## config.mk

```make
export PLATFORM = sky130hd
export DESIGN_NAME = mem_stage
export DESIGN_NICKNAME = d
export VERILOG_FILES = /design/src/rtl/mem_stage_pkg.sv /design/src/rtl/mem_stage_load_align.sv /design/src/rtl/mem_stage.sv
export SDC_FILE = /design/constraint.sdc
export NUM_CORES = 1
export LEC_CHECK = 0
export ABC_AREA = 1
export BUFFER_PORTS_ARGS = -buffer_cell sky130_fd_sc_hd__buf_2
export CAP_MARGIN = 20
export CORE_AREA = 2 2 229 231
export DETAILED_ROUTE_END_ITERATION = 7
export DIE_AREA = 0 0 231 233
export PLACE_DENSITY = 0.59
export SLEW_MARGIN = 20
export SYNTH_ARGS = -nofsm -noshare
export SYNTH_HDL_FRONTEND = slang
export SYNTH_HIERARCHICAL = 1
export SYNTH_SLANG_ARGS = --single-unit
```

## constraint.sdc

```tcl
create_clock -name clk -period 3.2 [get_ports clk]
set_clock_uncertainty 0.2 [all_clocks]
set_input_delay 0.96 -clock clk [delete_from_list [all_inputs] [get_ports clk]]
set_output_delay 0.96 -clock clk [all_outputs]
set_load 0.005 [all_outputs]
```

## src/rtl/mem_stage_pkg.sv

```systemverilog
// mem_stage_pkg
// Shared bus layouts, widths and encodings for the memory pipeline stage.
// Packed struct fields are listed MSB first, so each struct matches the
// flat bus vector that carries it.
package mem_stage_pkg;

  localparam int PB_W     = 16;
  localparam int ESUB_W   = 9;
  localparam int ECODE_W  = 8;
  localparam int CSRA_W   = 14;

  // Exception codes already in use elsewhere in the pipeline.
  localparam logic [ECODE_W-1:0] ECODE_ADE = 8'h08;
  localparam logic [ECODE_W-1:0] ECODE_ALE = 8'h09;

  // res_from_mem encodings: bit0 = is load, bit1 = half or wider,
  // bit2 = zero-extend, bit3 = full word.
  localparam logic [3:0] RFM_NONE  = 4'b0000;
  localparam logic [3:0] RFM_LD_B  = 4'b0001;
  localparam logic [3:0] RFM_LD_BU = 4'b0101;
  localparam logic [3:0] RFM_LD_H  = 4'b0011;
  localparam logic [3:0] RFM_LD_HU = 4'b0111;
  localparam logic [3:0] RFM_LD_W  = 4'b1011;

  typedef struct packed {
    logic [31:0]        rdata;
    logic [PB_W-1:0]    pb_bus;
    logic [31:0]        pc;
    logic [31:0]        alu_wdata;
    logic               gr_we;
    logic [4:0]         dest;
    logic [3:0]         res_from_mem;
    logic [31:0]        badvaddr;
    logic               ex;
    logic [ECODE_W-1:0] ecode;
    logic [ESUB_W-1:0]  esubcode;
    logic [CSRA_W-1:0]  csr_addr;
    logic               csr_we;
    logic [31:0]        csr_wmask;
    logic [31:0]        csr_wdata;
  } em_bus_t;

  typedef struct packed {
    logic [PB_W-1:0]    pb_bus;
    logic [31:0]        pc;
    logic [31:0]        rf_wdata;
    logic               gr_we;
    logic [4:0]         dest;
    logic               ex;
    logic [ECODE_W-1:0] ecode;
    logic [ESUB_W-1:0]  esubcode;
    logic [31:0]        badvaddr;
    logic [CSRA_W-1:0]  csr_addr;
    logic               csr_we;
    logic [31:0]        csr_wmask;
    logic [31:0]        csr_wdata;
  } mw_bus_t;

  typedef struct packed {
    logic               is_load;
    logic [4:0]         dest_masked;
    logic [31:0]        rf_wdata;
    logic               csr_we_valid;
    logic [CSRA_W-1:0]  csr_addr;
    logic [31:0]        csr_wmask;
    logic [31:0]        csr_wdata;
  } md_bus_t;

  localparam int EM_BUS_Wid     = $bits(em_bus_t);
  localparam int MW_BUS_Wid     = $bits(mw_bus_t);
  localparam int MD_for_BUS_Wid = $bits(md_bus_t);

endpackage

```

## src/rtl/mem_stage_load_align.sv

```systemverilog
// load_align
// Picks the addressed byte/halfword/word out of the returned load data and
// sign- or zero-extends it to 32 bits.
// Ports:
//   rdata        in  32  raw word returned by the data SRAM
//   addr         in   2  low address bits of the access
//   res_from_mem in   4  load type encoding (RFM_* in the package)
//   load_data    out 32  aligned, extended result (0 when not a load)
module load_align
  import mem_stage_pkg::*;
(
  input  logic [31:0] rdata,
  input  logic [1:0]  addr,
  input  logic [3:0]  res_from_mem,
  output logic [31:0] load_data
);

  logic [7:0]  w_byte;
  logic [15:0] w_half;
  logic        w_sext;

  always_comb begin
    w_byte = rdata[7:0];
    case (addr)
      2'd0: w_byte = rdata[7:0];
      2'd1: w_byte = rdata[15:8];
      2'd2: w_byte = rdata[23:16];
      2'd3: w_byte = rdata[31:24];
      default: w_byte = rdata[7:0];
    endcase
  end

  assign w_half = addr[1] ? rdata[31:16] : rdata[15:0];
  assign w_sext = !res_from_mem[2];

  always_comb begin
    load_data = '0;
    if (res_from_mem[0]) begin
      if (res_from_mem[3])
        load_data = rdata;
      else if (res_from_mem[1])
        load_data = {{16{w_sext & w_half[15]}}, w_half};
      else
        load_data = {{24{w_sext & w_byte[7]}}, w_byte};
    end
  end

endmodule

```

## src/rtl/mem_stage.sv

```systemverilog
// mem_stage
// Memory pipeline stage: registers the execute-to-memory bus, aligns load
// data, forwards results/CSR writes to decode and hands exceptions on to
// writeback.
// Ports:
//   clk, rstn        clock, synchronous active-low reset
//   W_allowin        writeback can accept this cycle
//   M_allowin        this stage can accept this cycle
//   EM_valid/EM_BUS  instruction offered by execute
//   MW_valid/MW_BUS  instruction offered to writeback
//   MD_for_BUS       forwarding info for decode
//   ex_M             held instruction carries an exception
//   ex_en            exception/ertn commit, flushes the stage
module mem_stage
  import mem_stage_pkg::*;
(
  input  logic                      clk,
  input  logic                      rstn,
  input  logic                      W_allowin,
  output logic                      M_allowin,
  input  logic                      EM_valid,
  input  logic [EM_BUS_Wid-1:0]     EM_BUS,
  output logic                      MW_valid,
  output logic [MW_BUS_Wid-1:0]     MW_BUS,
  output logic [MD_for_BUS_Wid-1:0] MD_for_BUS,
  output logic                      ex_M,
  input  logic                      ex_en
);

  em_bus_t     r_em_bus_m;
  logic        r_m_valid;
  logic        r_ex_flag;

  em_bus_t     w_em_in;
  logic        w_allowin;
  logic        w_ex_m;
  logic [31:0] w_load_data;
  logic [31:0] w_rf_wdata;
  mw_bus_t     w_mw;
  md_bus_t     w_md;

  assign w_em_in   = em_bus_t'(EM_BUS);
  // M_ready_go is always 1, so the stage frees up whenever writeback takes it.
  assign w_allowin = !r_m_valid || W_allowin;
  assign w_ex_m    = r_m_valid && r_em_bus_m.ex;

  always_ff @(posedge clk) begin
    if (!rstn) begin
      r_m_valid  <= 1'b0;
      r_em_bus_m <= '0;
      r_ex_flag  <= 1'b0;
    end else begin
      // Setting wins: a fault still held here must keep later instructions out.
      if (w_ex_m)
        r_ex_flag <= 1'b1;
      else if (ex_en)
        r_ex_flag <= 1'b0;

      if (ex_en) begin
        r_m_valid  <= 1'b0;
        r_em_bus_m <= '0;
      end else if (w_allowin) begin
        // Instructions behind a pending fault are consumed but never marked valid.
        r_m_valid <= EM_valid && !r_ex_flag;
        if (EM_valid)
          r_em_bus_m <= w_em_in;
      end
    end
  end

  load_align u_load_align (
    .rdata        (r_em_bus_m.rdata),
    .addr         (r_em_bus_m.badvaddr[1:0]),
    .res_from_mem (r_em_bus_m.res_from_mem),
    .load_data    (w_load_data)
  );

  // A faulting load never got valid data, so it reports the ALU result.
  assign w_rf_wdata = (r_em_bus_m.res_from_mem[0] && !r_em_bus_m.ex) ?
                      w_load_data : r_em_bus_m.alu_wdata;

  always_comb begin
    w_mw           = '0;
    w_mw.pb_bus    = r_em_bus_m.pb_bus;
    w_mw.pc        = r_em_bus_m.pc;
    w_mw.rf_wdata  = w_rf_wdata;
    w_mw.gr_we     = r_em_bus_m.gr_we && !r_em_bus_m.ex;
    w_mw.dest      = r_em_bus_m.dest;
    w_mw.ex        = r_em_bus_m.ex;
    w_mw.ecode     = r_em_bus_m.ecode;
    w_mw.esubcode  = r_em_bus_m.esubcode;
    w_mw.badvaddr  = r_em_bus_m.badvaddr;
    w_mw.csr_addr  = r_em_bus_m.csr_addr;
    w_mw.csr_we    = r_em_bus_m.csr_we && !r_em_bus_m.ex;
    w_mw.csr_wmask = r_em_bus_m.csr_wmask;
    w_mw.csr_wdata = r_em_bus_m.csr_wdata;
  end

  always_comb begin
    w_md              = '0;
    w_md.is_load      = r_m_valid && r_em_bus_m.res_from_mem[0];
    w_md.dest_masked  = r_em_bus_m.dest &
                        {5{r_m_valid && r_em_bus_m.gr_we && !r_em_bus_m.ex}};
    w_md.rf_wdata     = w_rf_wdata;
    w_md.csr_we_valid = r_m_valid && r_em_bus_m.csr_we && !r_em_bus_m.ex;
    w_md.csr_addr     = r_em_bus_m.csr_addr;
    w_md.csr_wmask    = r_em_bus_m.csr_wmask;
    w_md.csr_wdata    = r_em_bus_m.csr_wdata;
  end

  assign M_allowin  = w_allowin;
  assign MW_valid   = r_m_valid && !ex_en;
  assign ex_M       = w_ex_m;
  assign MW_BUS     = w_mw;
  assign MD_for_BUS = w_md;

endmodule

```

# [Yosys cells after proc, flatten, opt, wreduce, memory -nomap -nowiden]
# Cells that the tools add are included.
[op_classes] eq_ne=3 n_mux=8 n_reduce_logical=21 n_bitwise=4
[op_table] op="32-bit 2-to-1 mux" count=4
[op_table] op="8-bit one-hot mux with 4 select lines" count=1
[op_table] op="16-bit 2-to-1 mux" count=1
[op_table] op="1-bit logical AND" count=11
[op_table] op="5-bit bitwise AND" count=1
[op_table] op="1-bit logical NOT" count=5
[op_table] op="2-bit == test, second input constant" count=2
[op_table] op="1-bit bitwise AND" count=2
[op_table] op="2-bit by 1-bit == test with 1-bit output, second input constant" count=1
[op_table] op="2-bit logical NOT" count=1
[op_table] op="1-bit 2-to-1 mux" count=2
[op_table] op="2-bit AND reduction" count=1
[op_table] op="2-bit nonzero test" count=1
[op_table] op="2-bit OR reduction" count=1
[op_table] op="1-bit logical OR" count=1
[op_table] op="1-bit inverter" count=1
[totals] out_inout_bits=335 wordCells=53 reg_bits=253

# [Logic depth before layout (Yosys ltp)]
# Gate-level depths: netlist of run 1.
[depth] word_depth=7 depth_mapped=14

# [Hierarchy]
# Netlist of run 1, hierarchy kept.
[modules_own_cells] module="mem_stage" instances=1 cells_each=2076 area_each_um2=13865.8
[modules_own_cells] module="load_align" instances=1 cells_each=143 area_each_um2=718.2

# [Worst setup path before layout of run 1]
# OpenSTA, ideal clock, no wires.
[synth_timing] kind="input port to output port" from="in W_allowin" to="out M_allowin" path_buffers=2 arrival_ps=1457 stages=4 t_required_ps=2040 setup_slack_ps=583 cell_sequence="inv_1 nand2_2 buf_2 buf_2"
[synth_via] elab_chain_cells=1
[synth_rtl] element="start: declaration" line="mem_stage.sv:19" rtl="input logic W_allowin,"
[synth_rtl] element="1-bit logical OR" line="mem_stage.sv:44" rtl="assign w_allowin = !r_m_valid || W_allowin;"
[synth_rtl] element="end: declaration" line="mem_stage.sv:20" rtl="output logic M_allowin,"
# Every way passes these cells.

# [Worst setup path after layout of run 1]
[layout_timing] from="reg r_em_bus_m, in the netlist MW_BUS[80]" to="out MD_for_BUS[102]"
[layout_via] elab_chain_cells=7 elab_cells_between_ends=12 classes_between="eq/ne: 3; mux: 6; bitwise: 2; reduce/logical: 1"
[layout_rtl] element="start: declaration" line="mem_stage.sv:30" rtl="em_bus_t r_em_bus_m;"
[layout_rtl] element="start signal: assignment" line="mem_stage.sv:66" rtl="r_em_bus_m <= w_em_in;"
[layout_rtl] element="2-bit == test (tied with other cells)" line="mem_stage_load_align.sv:24" rtl="case (addr)"
[layout_rtl] element="8-bit one-hot mux with 4 select lines" line="mem_stage_load_align.sv:24"
[layout_rtl] element="1-bit bitwise AND" line="mem_stage_load_align.sv:44" rtl="load_data = {{24{w_sext & w_byte[7]}}, w_byte};"
[layout_rtl] element="32-bit 2-to-1 mux *" line="mem_stage_load_align.sv:41" rtl="else if (res_from_mem[1])"
[layout_rtl] element="32-bit 2-to-1 mux *" line="mem_stage_load_align.sv:39" rtl="if (res_from_mem[3])"
[layout_rtl] element="32-bit 2-to-1 mux *" line="mem_stage_load_align.sv:38" rtl="if (res_from_mem[0]) begin"
[layout_rtl] element="net w_load_data[23]" line="mem_stage.sv:37" rtl="logic [31:0] w_load_data;"
[layout_rtl] element="32-bit 2-to-1 mux *" line="mem_stage.sv:79" rtl="assign w_rf_wdata = (r_em_bus_m.res_from_mem[0] && !r_em_bus_m.ex) ?"
[layout_rtl] element="end: declaration" line="mem_stage.sv:25" rtl="output logic [MD_for_BUS_Wid-1:0] MD_for_BUS,"
# The timed path passes the listed nets; every way through them passes the cells marked *.

==> results of run 1 <==
area by class of cell:
type | instances | area (um^2)
sequential | 253 | 5080
timing repair buffer | 640 | 3550
tap | 680 | 851
antenna | 11 | 27.5
clock inverter | 12 | 105
multi-input combinational | 1244 | 5740
fill | 5726 | 33700
inverter | 274 | 1030
clock buffer | 48 | 975
stage by stage:
| stage | std cells | hold slack, ps | TNS, ps | cell area (um^2) | power, W |
|---|---|---|---|---|---|
| after detailed placement | 3087 | 260 | 0 | 16000 | 0.00468 |
| final | 3162 | 273 | -727 | 17400 | 0.00834 |
| after floorplan | 2219 | 245 | 0 | 14600 | 0.00435 |
| after global placement | 3087 | 254 | 0 | 16000 | 0.00468 |
| after global routing | 3159 | 290 | -6270 | 17400 | 0.00877 |
| after CTS | 3147 | 273 | -106 | 17100 | 0.00846 |
routing by layer:
layer | up-vias | routed length [um]
li1 | 7088 | -
met1 | 6054 | 20400
met2 | 414 | 21800
met3 | 84 | 3280
met4 | 18 | 1230
met5 | - | 112
worst paths after layout:
check	end	cells past startpoint
hold reg to reg	r_ex_flag$_SDFFE_PN0P_	2
setup reg to reg	MW_BUS[184]$_SDFFE_PP0P_	6
setup / recovery	MD_for_BUS[102]	13
hold / removal	r_ex_flag$_SDFFE_PN0P_	2
placed cells by master (no fill, tap or decap), types with 16 or more instances in the layout:
master and instances:
a21oi_1 266, buf_12 16, buf_2 588, buf_4 33, clkbuf_16 35, dfxtp_1 247, inv_1 269, nand2_1 343
nand3_1 281, nor2_1 278
cell usage after synthesis (all sizes together):
master | instances | area share, %
a21boi | 1 | 0.051
nand2 | 360 | 9.4
o22ai | 9 | 0.39
nand3 | 285 | 9.8
buf | 419 | 20
nor3 | 1 | 0.034
clkbuf | 30 | 0.77
dfxtp | 253 | 35
o211ai | 7 | 0.36
mux2i | 7 | 0.48
o21ai | 9 | 0.33
nor2 | 296 | 7.7
inv | 274 | 7.1
a21oi | 268 | 9.2
worst max-delay path, stage by stage, from the launching register on:
cell	delay [ps]
dfxtp_4	350
buf_6	130
inv_4	50
o21ai_2	40
nand2_1	80
nand2_1	70
nand2_2	70
nand2_2	70
nand2_4	130
nand2_8	130
nor2_4	130
nand3_2	80
nand2_2	100
buf_2	120
flip-flops by register name, indices dropped and copies added (netlist names):
| name | cells |
|---|---|
| MW_BUS | 103 |
| MD_for_BUS | 78 |
| r_em_bus_m | 70 |
| r_ex_flag | 1 |
| r_m_valid | 1 |
what timing repair did:
item | 4_1_cts | 5_1_grt
pin swaps | 2 | 23
resized for setup | 23 | 52
gates cloned | 0 | 1
setup endpoints to repair | 64 | 64
setup buffers | 0 | 3
cells by family (layout without fill, tap and decap cells):
logic type / Yosys count / count (layout) / share of synthesized area (%)
and+or+nand+nor: 942 / 943 / 26.9
other: 0 / 11 / 0
AOI/OAI and AO/OA: 294 / 294 / 10.3
buffers and inverters: 723 / 974 / 27.5
DFF: 253 / 253 / 34.7
muxes: 7 / 7 / 0.480
where the power goes:
part	internal (W)	switching [W]	total (W)	leakage, nW
registers	0.00329	0.000119	0.00341	2.07
logic	0.000549	0.000683	0.00123	6.86
clock network	0.00221	0.00148	0.00370	0.528
total	0.00606	0.00229	0.00834	9.46
==> flow_summary_export.csv, run 1 <==
group,metric,value,unit
global_routing,grt_start_max_net_pins,155,
timing,maxSlewViolCount,0,
logic_synthesis,synth_seq_cells,253,
routing,drt-initial-drc-count,690,
setup_path,critPathCaptureType,"primary output",
clock_tree,htreeDepth,2,
routing,dr.pass1.iters,4,
clock_tree,cts.clk_slew.worst_paths,60,ps
min_path,hold_class,"register to register",
global_routing,busiest_layer,"met2",
status,violations,"negative setup slack",
clock_tree,cts_made_buffers,34,
logic_synthesis,synth_cell_type_count,25,
status,status,"complete, but fails checks",
setup_path,crit_fanout,8,
final_layout,area_growth,19.0,%
setup_path,worstPathRequired,2040,ps
clock_tree,clockBufferDepth,3,
routing,via_per_inst,4.32,
clock_tree,cts_tree,"yes",
final_layout,utilization,34.0,%
place,place_hpwl,34100,um
timing,finalSetupViolCount,30,
floorplanning,start_util,28.5,%
clock_tree,hold_buffers,0,
setup_path,critPathKind,"register to primary output",
logic_synthesis,synth_cells,2219,
final_layout,drive_gt1_share,30.4,%
clock_tree,clk-insertion-delay-late,510,ps
global_routing,overflow,0,
routing,wl_per_cell,14.8,um
routing,drc,0,
floorplanning,fp-row-count,83,
timing,worstMarginPinSlew,691,ps
timing,fin_crit_sh,102,%
timing,hold_viol_final,0,
logic_synthesis,yosys_warnings,6,
logic_synthesis,yosysSeqAreaShare,34.7,%
timing,worst_slack,-52.0,ps
power_and_ir_drop,ir_worst_vdd,0.321,mV
final_layout,nets,2703,
setup_path,reg2reg_from,"r_m_valid$_SDFFE_PP0P_",
global_routing,grt_pass1_wl,69400,um
logic_synthesis,syn_nets,2475,
global_routing,grt_pass1_vias,12097,
floorplanning,die_h,233,um
job,drv_cap,0,
global_routing,antenna_found_initial,23,
power_and_ir_drop,p_leak,9.46,nW
timing,period_needed,3250,ps
min_path,min_from,"r_ex_flag$_SDFFE_PN0P_",
floorplanning,dieArea,0.0538,mm^2
clock_tree,clkSinkCount,253,
setup_path,r2r_setup_slack,1040,ps
global_routing,use_met2,26.3,%
logic_synthesis,syn_avg_cell_area,6.57,um^2
floorplanning,ioPinCount,591,
global_routing,grtUsageTotal,16.3,%
routing,drt-total-wl,46800,um
timing,fmax,308,MHz
setup_path,arrival,2090,ps
floorplanning,core,0.0511,mm^2
power_and_ir_drop,power_density,481,mW/mm^2
clock_tree,cts-root-buf,"clkbuf_16",
global_routing,grtUsageMet3,3.98,%
timing,grt_setup_unrepaired,"true",
timing,relSlewSlack,53.9,%
floorplanning,die_x,231,um
routing,vias,13658,
setup_path,startpoint_type,"register",
setup_path,startpoint,"MW_BUS[80]$_SDFFE_PP0P_",
place,port_buffers,590,
routing,ant_nets,0,
place,preCtsSetupSlack,400,ps
place,gp_congestion,0.907,
global_routing,met1_usage,21.3,%
logic_synthesis,syn_area,0.0146,mm^2
No activity file was read; power rests on OpenSTA's default activity.
==> run 2, diff against run 1 <==
--- a/config.mk
+++ b/config.mk
@@ -5,13 +5,12 @@
 export SDC_FILE = /design/constraint.sdc
 export NUM_CORES = 1
 export LEC_CHECK = 0
-export ABC_AREA = 1
 export BUFFER_PORTS_ARGS = -buffer_cell sky130_fd_sc_hd__buf_2
 export CAP_MARGIN = 20
-export CORE_AREA = 2 2 229 231
+export CORE_AREA = 2 2 233 235
 export DETAILED_ROUTE_END_ITERATION = 7
-export DIE_AREA = 0 0 231 233
-export PLACE_DENSITY = 0.59
+export DIE_AREA = 0 0 235 237
+export PLACE_DENSITY = 0.54
 export SLEW_MARGIN = 20
 export SYNTH_ARGS = -nofsm -noshare
 export SYNTH_HDL_FRONTEND = slang
==> constraint.sdc (replaced) <==
create_clock -name clk -period 3.8 [get_ports clk]
set_clock_uncertainty 0.2 [all_clocks]
set_input_delay 1.14 -clock clk [delete_from_list [all_inputs] [get_ports clk]]
set_output_delay 1.14 -clock clk [all_outputs]
set_load 0.005 [all_outputs]
==> run 2 against run 1 <==
Effect of this change: the flow now finishes without violations; routed wire length increased by 3.8%; synthesized area decreased by 10%; synthesized cell count decreased by 27%; die area increased by 3.5%; worst hold slack got worse by 1.5 ps; sequential power decreased by 18%; critical path type unchanged; critical endpoint is now MW_BUS[146]; largest cell class is now registers.
==> flow_summary_export.csv, run 2 <==
group,metric,value,unit
status,status,"completed",
logic_synthesis,synth-main-ff-cell,"dfxtp_1",
place,placed_area,0.0142,mm^2
setup_path,crit_fanout,14,
logic_synthesis,synth-edff-count,0,
min_path,min_from,"MW_BUS[183]$_SDFFE_PP0P_",
setup_path,arrival,2420,ps
logic_synthesis,synth_compound_area_share,22.6,%
clock_tree,cts-root-buf,"clkbuf_16",
floorplanning,die_x,235,um
logic_synthesis,synth_xor_area_share,0,%
timing,worst_slack,44.9,ps
routing,drt-total-wl,48500,um
timing,final.setup.tns,0,ps
logic_synthesis,synthSimpleGateAreaFrac,11.9,%
min_path,min_path_cells,2,
clock_tree,cts_made_buffers,30,
setup_path,worstPathRequired,2460,ps
timing,fin_crit_sh,98.8,%
logic_synthesis,synth_cell_type_count,46,
setup_path,r2r_setup_slack,1440,ps
final_layout,largest_reg_flops,103,
logic_synthesis,syn_nets,1866,
routing,vias,12174,
place,gp_congestion,0.841,
power_and_ir_drop,ir_worst_vdd,0.245,mV
job,drv_cap,0,
min_path,whs_endpoint,"MW_BUS[183]$_SDFFE_PP0P_",
clock_tree,hold_buffers,0,
min_path,hold_class,"register to register",
clock_tree,clk-insertion-delay-late,560,ps
setup_path,critPathKind,"register to primary output",
timing,worstMarginPinSlew,1000,ps
logic_synthesis,synthMuxAreaShare,3.01,%
logic_synthesis,yosysSeqAreaShare,38.7,%
timing,finalSetupViolCount,0,
logic_synthesis,syn_avg_cell_area,8.14,um^2
setup_path,reg2reg_from,"r_m_valid$_SDFFE_PP0P_",
place,place_hpwl,34500,um
final_layout,finalInstanceArea,0.0153,mm^2
final_layout,nets,2074,
timing,period_needed,3760,ps
logic_synthesis,synthTopCellsByArea,"dfxtp_1, buf_4, a21oi_1, nand3_1, o21ai_0",
logic_synthesis,synth_top_family_by_area,"buffers and inverters",
logic_synthesis,synth_top_cell_area_share,38.7,%
floorplanning,core,0.0533,mm^2
clock_tree,clockBufferDepth,3,
final_layout,drive_gt1_share,39.8,%
final_layout,final_common_cell,"buf_2",
logic_synthesis,synthAdderAreaFrac,0,%
logic_synthesis,synth_seq_cells,253,
routing,drt-initial-drc-count,694,
timing,relSlewSlack,33.1,%
timing,maxSlewViolCount,0,
power_and_ir_drop,p_leak,6.84,nW
place,preCtsSetupSlack,195,ps
timing,fmax,266,MHz
clock_tree,cts_tree,"yes",
clock_tree,htreeDepth,1,
global_routing,grt_pass1_wl,71600,um
global_routing,antenna_found_initial,13,
floorplanning,fp-row-count,85,
floorplanning,start_util,24.6,%
routing,drc,0,
routing,wl_per_cell,19.1,um
timing,holdWs,271,ps
logic_synthesis,synthArstFlopShare,0,%
routing,dr.pass1.iters,7,
floorplanning,die_h,237,um
clock_tree,clkSinkCount,253,
final_layout,most-common-layout-cells,"buf_2, a21oi_1, nand3_1",
logic_synthesis,yosysMostFrequentCell,"buf_4",
final_layout,area_growth,16.8,%
global_routing,grtUsageTotal,16.2,%
setup_path,r2r_end,"MD_for_BUS[11]$_SDFFE_PP0P_",
logic_synthesis,yosys-top-cells-count,"buf_4, dfxtp_1, a21oi_1, nand3_1, o21ai_0",
routing,via_per_inst,4.80,
global_routing,overflow,0,
global_routing,grt_start_max_net_pins,147,
setup_path,startpoint_type,"register",
floorplanning,ioPinCount,591,
setup_path,reg2reg_depth,5,
timing,grt_setup_unrepaired,"true",
logic_synthesis,synth_top_area_cell,"dfxtp_1",
final_layout,fillers,5807,
timing,hold_viol_final,0,
floorplanning,dieArea,0.0557,mm^2
logic_synthesis,synth_cells,1610,
logic_synthesis,syn_area,0.0131,mm^2
place,port_buffers,590,
global_routing,grt_pass1_vias,11436,
setup_path,critPathCaptureType,"primary output",
clock_tree,cts.clk_slew.worst_paths,60,ps
power_and_ir_drop,power_density,412,mW/mm^2
routing,ant_nets,0,
logic_synthesis,yosys_warnings,6,
==> run 2: where the power goes <==
group | internal, W | total (W) | switching [W]
Clock | 0.00164 | 0.00280 | 0.00116
Sequential | 0.00274 | 0.00280 | 0.0000627
Combinational | 0.000298 | 0.000703 | 0.000406
Total | 0.00468 | 0.00631 | 0.00163
==> run 2: worst max-delay path by stage <==
stage,start,end,slack (ps),depth (start not counted)
after floorplan,MW_BUS[80]$_SDFFE_PP0P_,MW_BUS[156],660,7
after global placement,MW_BUS[80]$_SDFFE_PP0P_,MW_BUS[166],210,6
after detailed placement,MW_BUS[80]$_SDFFE_PP0P_,MW_BUS[166],190,6
after CTS,MW_BUS[80]$_SDFFE_PP0P_,MW_BUS[166],-20,6
after global routing,r_em_bus_m[129]$_SDFFE_PP0P_,MD_for_BUS[88],-50,5
final,r_em_bus_m[129]$_SDFFE_PP0P_,MW_BUS[146],40,5
==> run 2: area by class of cell <==
type,count,area [um^2],area share [%]
Inverter,13,61.3,0.401
Tap cell,696,871,5.69
Sequential cell,253,5080,33.2
Timing Repair Buffer,621,3340,21.8
Multi-Input combinational cell,899,4990,32.6
Antenna cell,3,7.51,0.0491
Clock buffer,41,863,5.64
Clock inverter,12,91.3,0.597
==> run 2: routing by layer <==
metal	track usage, %	up-vias	part of all wire, %
met5	0	-	0.12
met4	4.62	10	3.0
met3	3.57	78	6.9
met2	28.6	514	49
met1	19.7	5810	41
li1	-	5762	-
==> run 2: critical path, cell delays in order (launching register included) <==
cell,delay (ps)
dfxtp_4,420
or3b_1,370
o221a_2,340
a221oi_1,320
mux2_2,270
buf_2,120
==> run 2: cell families after synthesis <==
group                  Yosys count
AOI/OAI and AO/OA              559
buffers and inverters          458
DFF                            253
muxes                           35
and+or+nand+nor                305
==> run 2: repair_timing <==
| item | CTS | global route |
|---|---|---|
| resized for setup | 17 | 10 |
| buffers inserted | 1 | 0 |
| pin swaps | 1 | 1 |
| setup endpoints to repair | 52 | 42 |
| gates cloned | 0 | 0 |
==> run 2: per-stage QoR <==
stage	instances	power [W]	utilization [%]
floorplan	1610	0.00332	-
global placement	2481	0.00355	26.7
detailed placement	2481	0.00356	26.7
CTS	2535	0.00642	28.6
global route	2538	0.00660	28.7
finish	2538	0.00631	28.7
